===== config.mk =====
export PLATFORM = sky130hd
export DESIGN_NAME = multicycle_ctrl
export DESIGN_NICKNAME = d
export VERILOG_FILES = /design/src/rtl/cpu_ctrl_pkg.sv /design/src/rtl/mem_wait_timer.sv /design/src/rtl/multicycle_ctrl.sv
export SDC_FILE = /design/constraint.sdc
export NUM_CORES = 1
export LEC_CHECK = 0
export BUFFER_PORTS_ARGS = -buffer_cell sky130_fd_sc_hd__buf_4
export CAP_MARGIN = 30
export CORE_MARGIN = 2
export CORE_UTILIZATION = 45
export DETAILED_ROUTE_END_ITERATION = 8
export PLACE_DENSITY_LB_ADDON = 0.2
export SYNTH_ARGS = -nofsm -noshare
export SYNTH_HDL_FRONTEND = slang
export SYNTH_HIERARCHICAL = 1
export SYNTH_SLANG_ARGS = --single-unit

===== constraint.sdc =====
create_clock -name clk -period 1.9 [get_ports clk]
set_input_delay 0.19 -clock clk [delete_from_list [all_inputs] [get_ports clk]]
set_output_delay 0.19 -clock clk [all_outputs]
set_load 0.02 [all_outputs]

===== src/rtl/cpu_ctrl_pkg.sv =====
// Shared encodings for the RV32I multi-cycle controller.
package cpu_ctrl_pkg;

    localparam int unsigned OPC_W   = 7;
    localparam int unsigned FUNC3_W = 3;
    localparam int unsigned WBSEL_W = 2;
    localparam int unsigned CAUSE_W = 2;

    // Supported major opcodes
    localparam logic [OPC_W-1:0] OPC_R      = 7'b0110011;
    localparam logic [OPC_W-1:0] OPC_I      = 7'b0010011;
    localparam logic [OPC_W-1:0] OPC_LOAD   = 7'b0000011;
    localparam logic [OPC_W-1:0] OPC_STORE  = 7'b0100011;
    localparam logic [OPC_W-1:0] OPC_BRANCH = 7'b1100011;

    // Write-back mux encodings
    localparam logic [WBSEL_W-1:0] WB_DM  = 2'b00;
    localparam logic [WBSEL_W-1:0] WB_ALU = 2'b01;
    localparam logic [WBSEL_W-1:0] WB_PC4 = 2'b10;

    typedef enum logic [2:0] {
        ST_FETCH  = 3'd0,
        ST_DECODE = 3'd1,
        ST_EXEC   = 3'd2,
        ST_MEM    = 3'd3,
        ST_WB     = 3'd4,
        ST_TRAP   = 3'd5
    } ctrl_state_e;

    typedef enum logic [CAUSE_W-1:0] {
        CAUSE_NONE        = 2'b00,
        CAUSE_ILLEGAL     = 2'b01,
        CAUSE_BUS_TIMEOUT = 2'b10
    } trap_cause_e;

    // Instruction fields kept after FETCH
    typedef struct packed {
        logic [OPC_W-1:0]   opcode;
        logic [FUNC3_W-1:0] func3;
        logic               bit30;
    } ir_fields_t;

    // ALU-side controls shared by EXEC, MEM and WB
    typedef struct packed {
        logic               op1_sel;
        logic               op2_sel;
        logic [FUNC3_W-1:0] func3;
        logic               subsra;
    } alu_ctrl_t;

    function automatic logic is_legal_opcode(input logic [OPC_W-1:0] opc);
        return (opc == OPC_R) || (opc == OPC_I) || (opc == OPC_LOAD) ||
               (opc == OPC_STORE) || (opc == OPC_BRANCH);
    endfunction

    // ALU operand/operation selection for a latched instruction
    function automatic alu_ctrl_t alu_ctrl_for(input ir_fields_t ir);
        alu_ctrl_t c;
        c.op1_sel = 1'b1;
        c.op2_sel = 1'b1;
        c.func3   = '0;
        c.subsra  = 1'b0;
        case (ir.opcode)
            OPC_R: begin
                c.op2_sel = 1'b0;
                c.func3   = ir.func3;
                c.subsra  = ir.bit30;
            end
            OPC_I: begin
                c.func3  = ir.func3;
                // bit 30 is immediate data except for the shift-right pair
                c.subsra = (ir.func3 == 3'b101) ? ir.bit30 : 1'b0;
            end
            OPC_BRANCH: c.op1_sel = 1'b0;
            default: ;
        endcase
        return c;
    endfunction

endpackage


===== src/rtl/mem_wait_timer.sv =====
// Counts data-memory wait cycles and flags a bus timeout.
module mem_wait_timer #(
    parameter int unsigned MEM_TIMEOUT = 15
) (
    input  logic clk,
    input  logic reset,
    input  logic clear,
    input  logic enable,
    input  logic ready,
    output logic timeout
);

    localparam int unsigned CNT_W = (MEM_TIMEOUT > 0) ? $clog2(MEM_TIMEOUT + 1) : 1;
    localparam logic [CNT_W-1:0] LIMIT = CNT_W'(MEM_TIMEOUT);

    logic [CNT_W-1:0] cnt;

    // Wait counter: advances on each unanswered cycle, parks at the limit
    always_ff @(posedge clk or negedge reset) begin
        if (!reset) begin
            cnt <= '0;
        end else if (clear) begin
            cnt <= '0;
        end else if (enable && !ready && (cnt != LIMIT)) begin
            cnt <= cnt + CNT_W'(1);
        end
    end

    // A ready in the limit cycle still completes the access
    assign timeout = (MEM_TIMEOUT != 0) && enable && !ready && (cnt == LIMIT);

endmodule


===== src/rtl/multicycle_ctrl.sv =====
// FETCH/DECODE/EXEC/MEM/WB sequencer for the RV32I multi-cycle datapath.
module multicycle_ctrl
    import cpu_ctrl_pkg::*;
#(
    parameter int unsigned INSTRET_W   = 32,
    parameter int unsigned MEM_TIMEOUT = 15
) (
    input  logic                 clk,
    input  logic                 reset,
    input  logic [31:0]          instr,
    input  logic                 branch_taken,
    input  logic                 dm_ready,
    input  logic                 halt_req,
    output logic                 ir_we,
    output logic                 pc_we,
    output logic                 pc_sel,
    output logic                 rf_we,
    output logic                 dm_req,
    output logic                 dm_we,
    output logic                 op1_sel,
    output logic                 op2_sel,
    output logic [WBSEL_W-1:0]   wb_sel,
    output logic [FUNC3_W-1:0]   alu_func3,
    output logic                 alu_subsra,
    output logic [FUNC3_W-1:0]   br_func3,
    output logic                 trap,
    output logic [CAUSE_W-1:0]   trap_cause,
    output logic [INSTRET_W-1:0] instret
);

    ctrl_state_e           state_q, state_d;
    trap_cause_e           cause_q, cause_d;
    ir_fields_t            ir_q;
    alu_ctrl_t             alu;
    logic [INSTRET_W-1:0]  instret_q;
    logic                  ir_load;
    logic                  retire;
    logic                  mem_exit;
    logic                  mem_timeout;
    logic                  is_load, is_store, is_branch;
    logic                  unused_instr_bits;

    assign unused_instr_bits = ^{instr[31], instr[29:15], instr[11:7]};

    assign is_load   = (ir_q.opcode == OPC_LOAD);
    assign is_store  = (ir_q.opcode == OPC_STORE);
    assign is_branch = (ir_q.opcode == OPC_BRANCH);
    assign alu       = alu_ctrl_for(ir_q);
    assign ir_load   = (state_q == ST_FETCH) && !halt_req;
    assign mem_exit  = (state_q == ST_MEM) && (dm_ready || mem_timeout);

    mem_wait_timer #(
        .MEM_TIMEOUT(MEM_TIMEOUT)
    ) u_wait (
        .clk    (clk),
        .reset  (reset),
        .clear  (mem_exit),
        .enable (state_q == ST_MEM),
        .ready  (dm_ready),
        .timeout(mem_timeout)
    );

    // State and trap-cause registers
    always_ff @(posedge clk or negedge reset) begin
        if (!reset) begin
            state_q <= ST_FETCH;
            cause_q <= CAUSE_NONE;
        end else begin
            state_q <= state_d;
            cause_q <= cause_d;
        end
    end

    // Instruction fields captured at fetch
    always_ff @(posedge clk or negedge reset) begin
        if (!reset) begin
            ir_q <= '0;
        end else if (ir_load) begin
            ir_q <= '{opcode: instr[6:0], func3: instr[14:12], bit30: instr[30]};
        end
    end

    // Retired-instruction counter, wraps silently
    always_ff @(posedge clk or negedge reset) begin
        if (!reset) begin
            instret_q <= '0;
        end else if (retire) begin
            instret_q <= instret_q + INSTRET_W'(1);
        end
    end

    // Next-state, trap cause and retire decision
    always_comb begin
        state_d = state_q;
        cause_d = cause_q;
        retire  = 1'b0;
        case (state_q)
            ST_FETCH: begin
                if (!halt_req) state_d = ST_DECODE;
            end
            ST_DECODE: begin
                if (is_legal_opcode(ir_q.opcode)) begin
                    state_d = ST_EXEC;
                end else begin
                    state_d = ST_TRAP;
                    cause_d = CAUSE_ILLEGAL;
                end
            end
            ST_EXEC: begin
                if (is_branch) begin
                    state_d = ST_FETCH;
                    retire  = 1'b1;
                end else if (is_load || is_store) begin
                    state_d = ST_MEM;
                end else begin
                    state_d = ST_WB;
                end
            end
            ST_MEM: begin
                if (dm_ready) begin
                    if (is_store) begin
                        state_d = ST_FETCH;
                        retire  = 1'b1;
                    end else begin
                        state_d = ST_WB;
                    end
                end else if (mem_timeout) begin
                    state_d = ST_TRAP;
                    cause_d = CAUSE_BUS_TIMEOUT;
                end
            end
            ST_WB: begin
                state_d = ST_FETCH;
                retire  = 1'b1;
            end
            ST_TRAP: state_d = ST_TRAP;
            default: state_d = ST_FETCH;
        endcase
    end

    // Datapath controls decoded from state and latched fields
    always_comb begin
        ir_we      = 1'b0;
        pc_we      = 1'b0;
        pc_sel     = 1'b0;
        rf_we      = 1'b0;
        dm_req     = 1'b0;
        dm_we      = 1'b0;
        op1_sel    = 1'b0;
        op2_sel    = 1'b0;
        wb_sel     = WB_DM;
        alu_func3  = '0;
        alu_subsra = 1'b0;
        br_func3   = '0;
        trap       = 1'b0;
        case (state_q)
            ST_FETCH: begin
                // Reset parks the state in FETCH; keep the IR strobe quiet meanwhile
                ir_we = !halt_req && reset;
            end
            ST_EXEC: begin
                {op1_sel, op2_sel, alu_func3, alu_subsra} = alu;
                if (is_branch) begin
                    pc_we    = 1'b1;
                    pc_sel   = branch_taken;
                    br_func3 = ir_q.func3;
                end
            end
            ST_MEM: begin
                {op1_sel, op2_sel, alu_func3, alu_subsra} = alu;
                dm_req = 1'b1;
                dm_we  = is_store;
                pc_we  = is_store && dm_ready;
            end
            ST_WB: begin
                {op1_sel, op2_sel, alu_func3, alu_subsra} = alu;
                rf_we  = 1'b1;
                wb_sel = is_load ? WB_DM : WB_ALU;
                pc_we  = 1'b1;
            end
            ST_TRAP: trap = 1'b1;
            default: ;
        endcase
    end

    assign trap_cause = cause_q;
    assign instret    = instret_q;

endmodule


==> out/results.tsv <==
stage	metric	value	unit
synthesis	fraction of synthesized cell area taken by the top area cell type	46.6	%
cells_and_area	total non-filler cell area in the finished layout	4070	µm²
drt	total iterations of the first detailed-routing run	4	
floorplanning	Core Rows	28	
setup_path	required time worst endpoint	1.71	ns
sta	final number of hold-violating endpoints	0	
min_path	worst hold path type	primary input to flip-flop	
sta	final period utilization	103	%
clock_network	clock tree from TritonCTS	done	
synthesis	mux share of post-synthesis cell area	5.60	%
synthesis	adder-cell share of the synthesized area	0.895	%
sta	setup repair after global routing missed its margin	yes	
cells_and_area	number of cells in the finished layout apart from fillers	444	
synthesis	biggest area consumer among synthesized cells	sky130_fd_sc_hd__dfrtp_1	
synthesis	register bit total from synthesis	52	
sta	count of final max-slew check failures	0	
synthesis	share of the synthesized area in compound gates (AO/OA/AOI/OAI)	6.62	%
cells_and_area	layout cells sized above 1	49.9	%
sta	total setup violations reported at the end of the flow	6	
place	final HPWL from detailed placement	4570	µm
flow_run	number of maximum-capacitance constraint violations	0	
grt	GRT Overall Usage	18.7	%
sta	Fin Setup TNS	-0.282	ns
run_status	failing checks	setup timing	
power_and_ir_drop	static power due to leakage	1.94	nW
floorplanning	width of the die	82.8	µm
drt	Wirelength per Cell	15.0	µm
grt	antenna violations before repair	0	
setup_path	kind of capture point of the worst setup path	output port	
synthesis	share of synthesized area occupied by flip-flops and latches	46.6	%
synthesis	number of warnings issued by yosys	6	
setup_path	timing endpoint of the critical path	pc_sel	
cells_and_area	Final nets	407	
synthesis	synthesized area divided by synthesized cell count	10.7	µm²
synthesis	Synth Net Count	300	
clock_network	Clock Latency Late Sink	0.31	ns
floorplanning	initial standard-cell utilization of the core	46.9	%
drt	number of DRC violations after detailed-routing iteration 0	108	
cells_and_area	most common cell after layout, fill and taps aside	sky130_fd_sc_hd__buf_4	
synthesis	Post-Synth Simple-Gate Area	27.4	%
setup_path	crit-path max FO	4	
floorplanning	total die area	6860	µm²
floorplanning	y dimension of the die	82.8	µm
place	gpl congestion	0.799	
synthesis	count of flip-flops with a built-in enable after synthesis	0	
setup_path	category of the critical setup timing path	flip-flop to output port	
synthesis	predominant post-synthesis flop cell	sky130_fd_sc_hd__dfrtp_1	
clock_network	maximum clock path buffer count	2	
clock_network	clock transition at the registers of the reported paths	0.10	ns
grt	gr ovfl total	0	
synthesis	share of the synthesized netlist area taken by xor and xnor gates	9.71	%
cells_and_area	area added between synthesis and finish	45.4	%
place	Placed Area	3560	µm²
clock_network	number of buffers inserted during clock tree synthesis	5	
grt	first-pass GRT wire length	10800	µm
synthesis	Cell Area, Synth	2800	µm²
drt	number of nets with antenna violations after routing	0	
setup_path	launch point of the worst path	ir_q[6]	
grt	maximum number of pins on one net before global-route repair	28	
run_status	status	finished with violations	
setup_path	Setup crit start kind	flip-flop	
synthesis	main combinational cell family by area after synthesis	simple AND/OR/NAND/NOR gates	
setup_path	CP arrival	1.77	ns
power_and_ir_drop	worst IR drop on VDD	0.764	mV
synthesis	number of distinct standard cells referenced by the synthesized netlist	48	
clock_network	number of sinks on the clock net	52	
drt	remaining routing DRC violations	0	
sta	post-layout minimum cycle time	1.96	ns
clock_network	number of levels in the clock H-tree	2	
sta	setup clock skew after layout	0.0138	ns
grt	number of global-route vias before repair	2231	
synthesis	Async SR Flop Fraction	100	%
synthesis	post-synthesis instance total	261	
place	number of placed instances, taps included	419	
clock_network	Clock Tree Root	sky130_fd_sc_hd__clkbuf_8	
drt	wirelength, routed	6650	µm
place	count of input and output buffers	66	
cells_and_area	leading cell types in the layout, fill and taps excluded	94 x sky130_fd_sc_hd__buf_4, 52 x sky130_fd_sc_hd__dfrtp_1, 16 x sky130_fd_sc_hd__xor2_1, 15 x sky130_fd_sc_hd__xnor2_1	
setup_path	slack of the worst reg-to-reg path	0.01	ns
setup_path	R2R Path End	instret[11]	
floorplanning	Core Area	5960	µm²
cells_and_area	final antenna diode count	0	
cells_and_area	Final Core Density	68.3	%
floorplanning	Top-Level Pins	89	
sta	final setup slack of the worst path	-0.0551	ns
drt	number of vias per cell	5.31	
drt	via count of the routed design	2356	
setup_path	worst r2r path cells	7	
synthesis	synth top area cells	sky130_fd_sc_hd__dfrtp_1 47%, sky130_fd_sc_hd__xor2_1 5.0%, sky130_fd_sc_hd__mux2_2 4.8%, sky130_fd_sc_hd__xnor2_1 4.7%, sky130_fd_sc_hd__nor3_2 2.5%	
power_and_ir_drop	power density normalized to cell area	962	nW/µm²
sta	FMAX	0.511	GHz
setup_path	R2R Path Start	state_q[0]	
-- cells in the mapped netlist, drive strengths merged, types with 5 or more instances --
| cell | number |
|---|---|
| a21oi | 5 |
| buf | 8 |
| mux2 | 13 |
| dfrtp | 52 |
| nand2b | 8 |
| and3 | 6 |
| xnor2 | 15 |
| nand3 | 8 |
| nand4 | 14 |
| o21ai | 6 |
| nand2 | 17 |
| xor2 | 16 |
| nor3 | 15 |
| and2 | 11 |
| nor2b | 5 |
| inv | 8 |
| nor2 | 18 |
| nor4 | 8 |
-- state kept, by name, summed over array words and instances, names as in the netlist --
register    flops
instret        32
ir_q           11
u_wait/cnt      4
state_q         3
trap_cause      2
-- where the power goes --
part	leakage, nW	internal (W)	switching [W]
logic	1.21	0.000687	0.000793
registers	0.661	0.00131	0.000201
clock network	0.0687	0.000530	0.000393
total	1.94	0.00252	0.00139
-- metrics by stage --
stage / setup WS, ns / total power (W) / hold slack, ns
floorplan: -0.0483 / 0.00226 / -0.106
global placement: 0.0385 / 0.00273 / 0.266
detailed placement: -0.0109 / 0.00277 / 0.263
CTS: -0.109 / 0.00378 / 0.0974
global route: -0.143 / 0.00413 / 0.0951
finish: -0.0551 / 0.00391 / 0.103
-- critical path: stages (launching register included) --
cell and delay (ns):
sky130_fd_sc_hd__dfrtp_1 0.39, sky130_fd_sc_hd__nand4bb_4 0.26, sky130_fd_sc_hd__buf_6 0.17, sky130_fd_sc_hd__nor2_4 0.09
sky130_fd_sc_hd__nand2_2 0.06, sky130_fd_sc_hd__nor3_2 0.10, sky130_fd_sc_hd__buf_4 0.15, sky130_fd_sc_hd__and2_4 0.13
sky130_fd_sc_hd__buf_6 0.11
-- cell families (layout without fill, tap and decap cells) --
logic type                 count (synthesis)  count (layout)
and+or+nand+nor                          118             118
DFF                                       52              52
xor gates and xnor gates                  31              31
AOI/OAI and AO/OA                         24              25
buffers and inverters                     19             126
muxes                                     14              14
adders and majority gates                  2               2
other                                      1               1
-- what timing repair did --
item	CTS	global route
gates resized for setup	19	41
cloned	0	1
pin swaps	5	23
hold endpoints to repair	52	0
endpoints found under the setup margin	17	28
hold buffers	1	0
setup buffers	4	12
-- area by class of cell --
cell class / instances / area (µm²)
Fill cell: 478 / 1890
Multi-Input combinational cell: 191 / 1610
Sequential cell: 52 / 1300
Timing Repair Buffer: 110 / 893
Tap cell: 75 / 93.8
Clock buffer: 5 / 68.8
Clock inverter: 3 / 68.8
Inverter: 8 / 30.0
-- per-layer routing --
metal  GRT usage [%]  vias up  share of wire [%]
li1                -     1132                  -
met1            26.1     1154                 45
met2            29.8       62                 50
met3            3.98        8                4.4
met4            4.47        0                1.2
met5               0        -                  0
-- worst min-delay path by stage --
stage	start	to	slack (ns)	cells past startpoint
finish	instr[2]	ir_q[6]	0.10	2
floorplan	reset	instret[0]	-0.11	0
global placement	reset	instret[12]	0.27	2
CTS	instr[4]	ir_q[8]	0.1	2
detailed placement	reset	instret[8]	0.26	2
global route	instr[4]	ir_q[8]	0.1	2
No activity file was read; power rests on OpenSTA's default activity.
